### config.mk
export PLATFORM = sky130hd
export DESIGN_NAME = sram_load_verify_seq
export DESIGN_NICKNAME = d
export VERILOG_FILES = /design/src/rtl/sram_load_verify_seq.sv
export SDC_FILE = /design/constraint.sdc
export NUM_CORES = 1
export LEC_CHECK = 0
export ABC_AREA = 1
export BUFFER_PORTS_ARGS = -buffer_cell sky130_fd_sc_hd__buf_4
export CORE_MARGIN = 8
export CORE_UTILIZATION = 50
export DETAILED_ROUTE_END_ITERATION = 10
export GPL_ROUTABILITY_DRIVEN = 0
export PLACE_DENSITY = 0.77
export SYNTH_ARGS = -nofsm -noshare
export SYNTH_HDL_FRONTEND = slang
export SYNTH_SLANG_ARGS = --single-unit
### constraint.sdc
create_clock -name clk -period 1.9 [get_ports clk]
set_clock_uncertainty 0.2 [all_clocks]
set_input_delay 0 -clock clk [delete_from_list [all_inputs] [get_ports clk]]
set_output_delay 0 -clock clk [all_outputs]
set_load 0.05 [all_outputs]
### src/rtl/sram_load_verify_seq.sv
// Load / read-back-verify / run sequencer for one single-port SRAM.
// LOAD streams words into the SRAM. VERIFY compares SRAM contents against a
// golden stream and counts mismatches. RUN pulses seq_begin and then waits for
// seq_done, giving up after a timeout. Every output is registered.
module sram_load_verify_seq #(
    parameter int unsigned DATA_W      = 32,
    parameter int unsigned ADDR_W      = 7,
    parameter int unsigned DEPTH       = 72,
    parameter int unsigned ERR_W       = 16,
    parameter int unsigned START_CYC   = 10,
    parameter int unsigned TIMEOUT_CYC = 4096
) (
    input  logic              clk,
    input  logic              reset,
    input  logic              cmd_start,
    input  logic [1:0]        cmd_mode,
    input  logic [ADDR_W-1:0] cmd_base,
    input  logic [ADDR_W:0]   cmd_len,
    input  logic              in_valid,
    input  logic [DATA_W-1:0] in_data,
    output logic              in_ready,
    output logic              mem_cen,
    output logic              mem_wen,
    output logic [ADDR_W-1:0] mem_addr,
    output logic [DATA_W-1:0] mem_d,
    input  logic [DATA_W-1:0] mem_q,
    output logic              seq_begin,
    input  logic              seq_done,
    output logic              busy,
    output logic              done,
    output logic [ERR_W-1:0]  err_cnt,
    output logic              err_any,
    output logic [ADDR_W-1:0] first_err_addr,
    output logic              timeout,
    output logic              cmd_err
);

    localparam int unsigned LEN_W   = ADDR_W + 1;
    localparam int unsigned CNT_MAX = (TIMEOUT_CYC > START_CYC) ? TIMEOUT_CYC : START_CYC;
    localparam int unsigned CNT_W   = $clog2(CNT_MAX + 1);

    typedef enum logic [1:0] {
        MODE_LOAD   = 2'b00,
        MODE_VERIFY = 2'b01,
        MODE_RUN    = 2'b10,
        MODE_RSVD   = 2'b11
    } mode_e;

    typedef enum logic [2:0] {
        IDLE,
        LOAD,
        VERIFY,
        VDRAIN,
        RUN_PULSE,
        RUN_WAIT
    } state_e;

    state_e            state_q, state_n;
    logic [LEN_W-1:0]  remain_q, remain_n;
    logic [ADDR_W-1:0] ptr_q, ptr_n;
    logic [CNT_W-1:0]  cnt_q, cnt_n;

    // Verify pipe: stage 1 lines up with the read strobe, stage 2 with mem_q.
    logic              vld1_q, vld1_n, vld2_q, vld2_n;
    logic [DATA_W-1:0] exp1_q, exp1_n, exp2_q, exp2_n;
    logic [ADDR_W-1:0] addr2_q, addr2_n;

    logic              in_ready_n, mem_cen_n, mem_wen_n, seq_begin_n;
    logic              busy_n, done_n, err_any_n, timeout_n, cmd_err_n;
    logic [ADDR_W-1:0] mem_addr_n, first_err_addr_n;
    logic [DATA_W-1:0] mem_d_n;
    logic [ERR_W-1:0]  err_cnt_n;

    logic hs;
    assign hs = in_valid & in_ready;

    // Next-state and next-output logic for the whole sequencer.
    always_comb begin
        state_n          = state_q;
        remain_n         = remain_q;
        ptr_n            = ptr_q;
        cnt_n            = cnt_q;
        vld1_n           = 1'b0;
        vld2_n           = vld1_q;
        exp1_n           = exp1_q;
        exp2_n           = exp1_q;
        addr2_n          = mem_addr;
        in_ready_n       = 1'b0;
        mem_cen_n        = 1'b1;
        mem_wen_n        = 1'b1;
        mem_addr_n       = mem_addr;
        mem_d_n          = mem_d;
        seq_begin_n      = 1'b0;
        busy_n           = busy;
        done_n           = 1'b0;
        err_cnt_n        = err_cnt;
        err_any_n        = err_any;
        first_err_addr_n = first_err_addr;
        timeout_n        = timeout;
        cmd_err_n        = cmd_err;

        // Compare stage runs whenever stage 2 holds an expected word.
        if (vld2_q && (mem_q != exp2_q)) begin
            if (err_cnt != '1) begin
                err_cnt_n = err_cnt + ERR_W'(1);
            end
            err_any_n = 1'b1;
            if (!err_any) begin
                first_err_addr_n = addr2_q;
            end
        end

        case (state_q)
            IDLE: begin
                if (cmd_start) begin
                    err_cnt_n        = '0;
                    err_any_n        = 1'b0;
                    first_err_addr_n = '0;
                    timeout_n        = 1'b0;
                    cmd_err_n        = 1'b0;
                    remain_n         = cmd_len;
                    ptr_n            = cmd_base;
                    cnt_n            = '0;
                    if ((cmd_mode == MODE_RSVD) ||
                        ((cmd_mode != MODE_RUN) && (cmd_len > LEN_W'(DEPTH)))) begin
                        cmd_err_n = 1'b1;
                        done_n    = 1'b1;
                    end else if (cmd_mode == MODE_RUN) begin
                        state_n     = RUN_PULSE;
                        seq_begin_n = 1'b1;
                        busy_n      = 1'b1;
                    end else if (cmd_len == '0) begin
                        done_n = 1'b1;
                    end else begin
                        state_n    = (cmd_mode == MODE_LOAD) ? LOAD : VERIFY;
                        busy_n     = 1'b1;
                        in_ready_n = 1'b1;
                    end
                end
            end

            LOAD: begin
                in_ready_n = in_ready;
                if (hs) begin
                    mem_cen_n  = 1'b0;
                    mem_wen_n  = 1'b0;
                    mem_addr_n = ptr_q;
                    mem_d_n    = in_data;
                    ptr_n      = ptr_q + ADDR_W'(1);
                    remain_n   = remain_q - LEN_W'(1);
                    in_ready_n = (remain_q != LEN_W'(1));
                end else if (remain_q == '0) begin
                    done_n  = 1'b1;
                    busy_n  = 1'b0;
                    state_n = IDLE;
                end
            end

            VERIFY: begin
                in_ready_n = in_ready;
                if (hs) begin
                    mem_cen_n  = 1'b0;
                    mem_addr_n = ptr_q;
                    vld1_n     = 1'b1;
                    exp1_n     = in_data;
                    ptr_n      = ptr_q + ADDR_W'(1);
                    remain_n   = remain_q - LEN_W'(1);
                    if (remain_q == LEN_W'(1)) begin
                        in_ready_n = 1'b0;
                        state_n    = VDRAIN;
                    end
                end
            end

            // Finish on the same edge that performs the last compare so that
            // done and the final err_cnt appear together.
            VDRAIN: begin
                if (vld2_q && !vld1_q) begin
                    done_n  = 1'b1;
                    busy_n  = 1'b0;
                    state_n = IDLE;
                end
            end

            RUN_PULSE: begin
                seq_begin_n = 1'b1;
                cnt_n       = cnt_q + CNT_W'(1);
                if (cnt_q == CNT_W'(START_CYC - 1)) begin
                    seq_begin_n = 1'b0;
                    cnt_n       = '0;
                    state_n     = RUN_WAIT;
                end
            end

            RUN_WAIT: begin
                if (seq_done) begin
                    done_n  = 1'b1;
                    busy_n  = 1'b0;
                    state_n = IDLE;
                end else if (cnt_q == CNT_W'(TIMEOUT_CYC - 1)) begin
                    timeout_n = 1'b1;
                    done_n    = 1'b1;
                    busy_n    = 1'b0;
                    state_n   = IDLE;
                end else begin
                    cnt_n = cnt_q + CNT_W'(1);
                end
            end

            default: begin
                state_n = IDLE;
            end
        endcase
    end

    // State and output registers; reset leaves the SRAM deselected.
    always_ff @(posedge clk or negedge reset) begin
        if (!reset) begin
            state_q        <= IDLE;
            remain_q       <= '0;
            ptr_q          <= '0;
            cnt_q          <= '0;
            vld1_q         <= 1'b0;
            vld2_q         <= 1'b0;
            exp1_q         <= '0;
            exp2_q         <= '0;
            addr2_q        <= '0;
            in_ready       <= 1'b0;
            mem_cen        <= 1'b1;
            mem_wen        <= 1'b1;
            mem_addr       <= '0;
            mem_d          <= '0;
            seq_begin      <= 1'b0;
            busy           <= 1'b0;
            done           <= 1'b0;
            err_cnt        <= '0;
            err_any        <= 1'b0;
            first_err_addr <= '0;
            timeout        <= 1'b0;
            cmd_err        <= 1'b0;
        end else begin
            state_q        <= state_n;
            remain_q       <= remain_n;
            ptr_q          <= ptr_n;
            cnt_q          <= cnt_n;
            vld1_q         <= vld1_n;
            vld2_q         <= vld2_n;
            exp1_q         <= exp1_n;
            exp2_q         <= exp2_n;
            addr2_q        <= addr2_n;
            in_ready       <= in_ready_n;
            mem_cen        <= mem_cen_n;
            mem_wen        <= mem_wen_n;
            mem_addr       <= mem_addr_n;
            mem_d          <= mem_d_n;
            seq_begin      <= seq_begin_n;
            busy           <= busy_n;
            done           <= done_n;
            err_cnt        <= err_cnt_n;
            err_any        <= err_any_n;
            first_err_addr <= first_err_addr_n;
            timeout        <= timeout_n;
            cmd_err        <= cmd_err_n;
        end
    end

endmodule

==> metrics.md <==
| Metric | Value |
|---|---|
| Vias | `between 7000 and 8000` |
| Die height | `between 100 and 150 µm` |
| WL final | `23460 µm` |
| Worst-path clk slew | `about 0.06 ns` |
| Final Util | `~74%` |
| CORE AREA | `15940 µm²` |
| Area contributors post-synth | `dfrtp_1 53%, nand2_1 12%, o21ai_0 5.4%` |
| Hold_ws | `between 0.1 and 0.15 ns` |
| Initial Utilization | `between 50% and 60%` |
| Hold Fails Final Rpt | `0` |
| Critical Path RT | `2.06 ns` |
| WP data arrival | `between 2 and 2.5 ns` |
| Die area | `20700 µm²` |
| LEAKAGE | `approximately 5.9 nW` |
| Slew @ Worst Pin | `0.5147 ns` |
| CP endpoint kind | `flop` |
| CTS Sinks | `about 180` |
| Int Pwr | `between 10 and 15 mW` |
| Mapped Nets | `about 1100` |
| Period utilization | `103.7%` |
| Clock root cell | `clkbuf_16` |
| Number of synthesized flops with an enable pin | `0` |
| PortBufs | `about 160` |
| DRT iter0 DRCs | `459` |
| Fin. max-slew vios | `0` |
| Layout cells sized above 1 | `31.97%` |
| Pwr Total | `roughly 18 mW` |
| Maximum vdd drop | `~0.95 mV` |
| Crit path max fanout | `3` |
| Sequential fraction of the synthesis area | `53.60%` |
| DRC viols | `0` |
| Setup-failing EPs final | `15` |
| Pwr per Cell Area | `1526 nW/µm²` |
| Nets | `around 1400` |
| Synth warnings | `0` |
| Antenna Cells | `0` |
| Psw | `about 7.8 mW` |
| Slew headroom | `65.43%` |
| Clock period minus worst slack | `roughly 2.0 ns` |
| HPWL Detailed | `roughly 15000 µm` |
| Worst skew pair latency | `0.43 ns` |
| Wire length per cell | `around 16 µm` |
| Vias in the first global route | `about 7300` |
| Row count | `46` |
| Synth Area per Inst | `roughly 8.5 µm²` |
| Status | `finished, violations left` |
| First-pass GRT wire length | `35560 µm` |
| Die width | `143.9 µm` |
| DP Worst Slack | `-0.08317 ns` |
| Unrepaired setup endpoints after global routing | `true` |
| #FFs+latches synth | `175` |
| Synth unique cells | `45` |
| Drt pass-1 iters | `5` |
| Ys async rst share | `100.0%` |
| H-tree depth | `4` |
| Initial antenna violation count | `0` |
| Grt ovf | `0` |
| Final antenna-violating net count | `0` |
| Combinational power share | `47.3%` |
| Syn Inst Count | `957` |
| CP Launch Type | `flop` |
| Largest area contributor in the netlist | `dfrtp_1` |
| Boundary Pins | `roughly 160` |
| Tot GR Track Use | `between 20% and 30%` |
| Largest net degree at the start of global routing | `66` |
| Max cap viols | `0` |
| Sequential share of power | `between 30% and 40%` |
| Crit path kind | `flop to flop` |
| CTS Buffer Depth | `2` |
| Synth top area share | `a little over half` |
| Via/cell ratio | `about 5` |
| Net switching fraction of the power | `between 40% and 50%` |
| TritonCTS clock tree | `done` |
| Failing checks | `setup timing` |
| FMAX | `around 500 MHz` |
| CTS Buf Count | `17` |
| Final setup margin | `-0.07061 ns` |
| Hold crit path type | `input port to flop` |
| Area Overhead vs Synth | `44.08%` |
| Post-Syn Area | `around 8200 µm²` |
| Synth Flop Type | `dfrtp_1` |
| TNS Setup | `-0.3999 ns` |
| Clk pwr share | `a little under a fifth` |
==> power by group through the flow <==
stage | registers (mW) | clock network (mW) | logic, mW
floorplan | 7.91 | 0 | 3.29
global placement | 6.06 | 0 | 7.39
detailed placement | 6.11 | 0 | 7.57
CTS | 6.08 | 3.38 | 7.90
global route | 6.30 | 3.52 | 9.16
finish | 6.14 | 3.34 | 8.49
==> routing by layer <==
layer / up-vias / GRT usage, % / part of all wire, %
met5: - / 0 / 0
met4: 0 / 8.633 / 2.9
met3: 47 / 5.375 / 5.9
met2: 245 / 36.82 / 51
met1: 3547 / 26.49 / 41
li1: 3645 / - / -
==> flip-flops by register name, indices dropped and copies added, names as in the netlist, 3 cells and up <==
signal	flops
ptr_q	7
exp2_q	32
state_q	3
addr2_q	7
mem_d	32
first_err_addr	7
exp1_q	32
err_cnt	16
cnt_q	13
remain_q	8
mem_addr	7
==> through the flow <==
stage | std cells | instance area [µm²]
after CTS | 1470 | 11330
after global routing | 1486 | 11780
after global placement | 1374 | 10120
after floorplan | 957 | 8233
final | 1486 | 11780
after detailed placement | 1374 | 10120
==> area by class of cell <==
class / count / area (µm²)
fillers: 1069 / 4164
inverters: 123 / 480.5
flip-flops and latches: 175 / 4388
clock inverters: 13 / 127.6
repair inverters: 2 / 15.01
repair buffers: 308 / 2564
well taps: 216 / 270.3
clock buffers: 19 / 432.9
multi-input cells: 630 / 3501
==> cells in the mapped netlist, drive strengths merged (5+ instances only) <==
| cell | number |
|---|---|
| nand2 | 261 |
| nand3 | 48 |
| a31oi | 6 |
| xor2 | 15 |
| xnor2 | 26 |
| nor2 | 90 |
| o21ai | 110 |
| clkbuf | 11 |
| dfrtp | 173 |
| o211ai | 6 |
| nand4 | 10 |
| a21oi | 20 |
| buf | 18 |
| ha | 7 |
| a2bb2oi | 5 |
| nor3 | 12 |
| inv | 123 |
==> critical path, stage by stage, from the launching register on <==
cell	delay, ns
dfrtp_1	0.37
ha_2	0.20
nand2_2	0.05
nor2_2	0.13
nand2_2	0.08
nor2_2	0.12
nand2_2	0.09
nor2_4	0.15
buf_4	0.13
buf_4	0.09
inv_1	0.05
a21oi_2	0.11
nor2_1	0.05
nor2_1	0.07
==> layout by cell type (no fill, tap or decap), types with 3 or more instances in the layout <==
cell type	count
buf_6	13
clkinvlp_4	5
nand3_2	11
a21oi_1	11
clkbuf_16	17
nor2_2	7
nor2_1	72
xnor2_1	25
nand4_1	10
nor2_4	11
clkinv_4	3
ha_1	5
nand3_4	5
nor3_1	8
nand2_1	235
o21ai_0	80
inv_6	5
nand3_1	32
nand2_4	7
dfrtp_1	168
inv_4	4
o211ai_1	6
or2_2	3
dlygate4sd3_1	55
buf_4	234
o21ai_2	13
inv_2	11
nor3_4	3
a31oi_1	6
dfrtp_2	5
inv_1	106
o21ai_1	17
buf_12	4
a21oi_2	9
nand2_2	19
a2bb2oi_2	4
xor2_1	15
==> worst paths after layout <==
path                       cells past startpoint  slack, ns    endpoint       start
max                                           13      -0.07     timeout    cnt_q[1]
min in group asynchronous                      3       0.43  exp1_q[26]       reset
max in group asynchronous                      4       0.37     mem_wen       reset
max reg2reg                                   13      -0.07     timeout    cnt_q[1]
min                                           10       0.13  err_cnt[1]    mem_q[6]
min reg2reg                                    0       0.17  exp2_q[30]  exp1_q[30]
==> logic make-up (layout without fill, tap and decap cells) <==
logic type / count (synthesis) / in the layout / synth area share, %
compound gates: 155 / 155 / 10.84
xor+xnor: 41 / 41 / 4.392
fa+ha+maj: 7 / 7 / 1.071
buf+inv: 152 / 465 / 7.622
flops: 175 / 175 / 53.60
simple gates: 427 / 427 / 22.48
==> timing repair <==
item,in CTS,in global routing
resized for setup,7,98
endpoints found under the hold margin,267,0
hold buffers,55,0
pin swaps,4,40
endpoints found under the setup margin,32,108
cloned,1,1
buffers inserted,8,17
(Power assumes the default switching activity.)
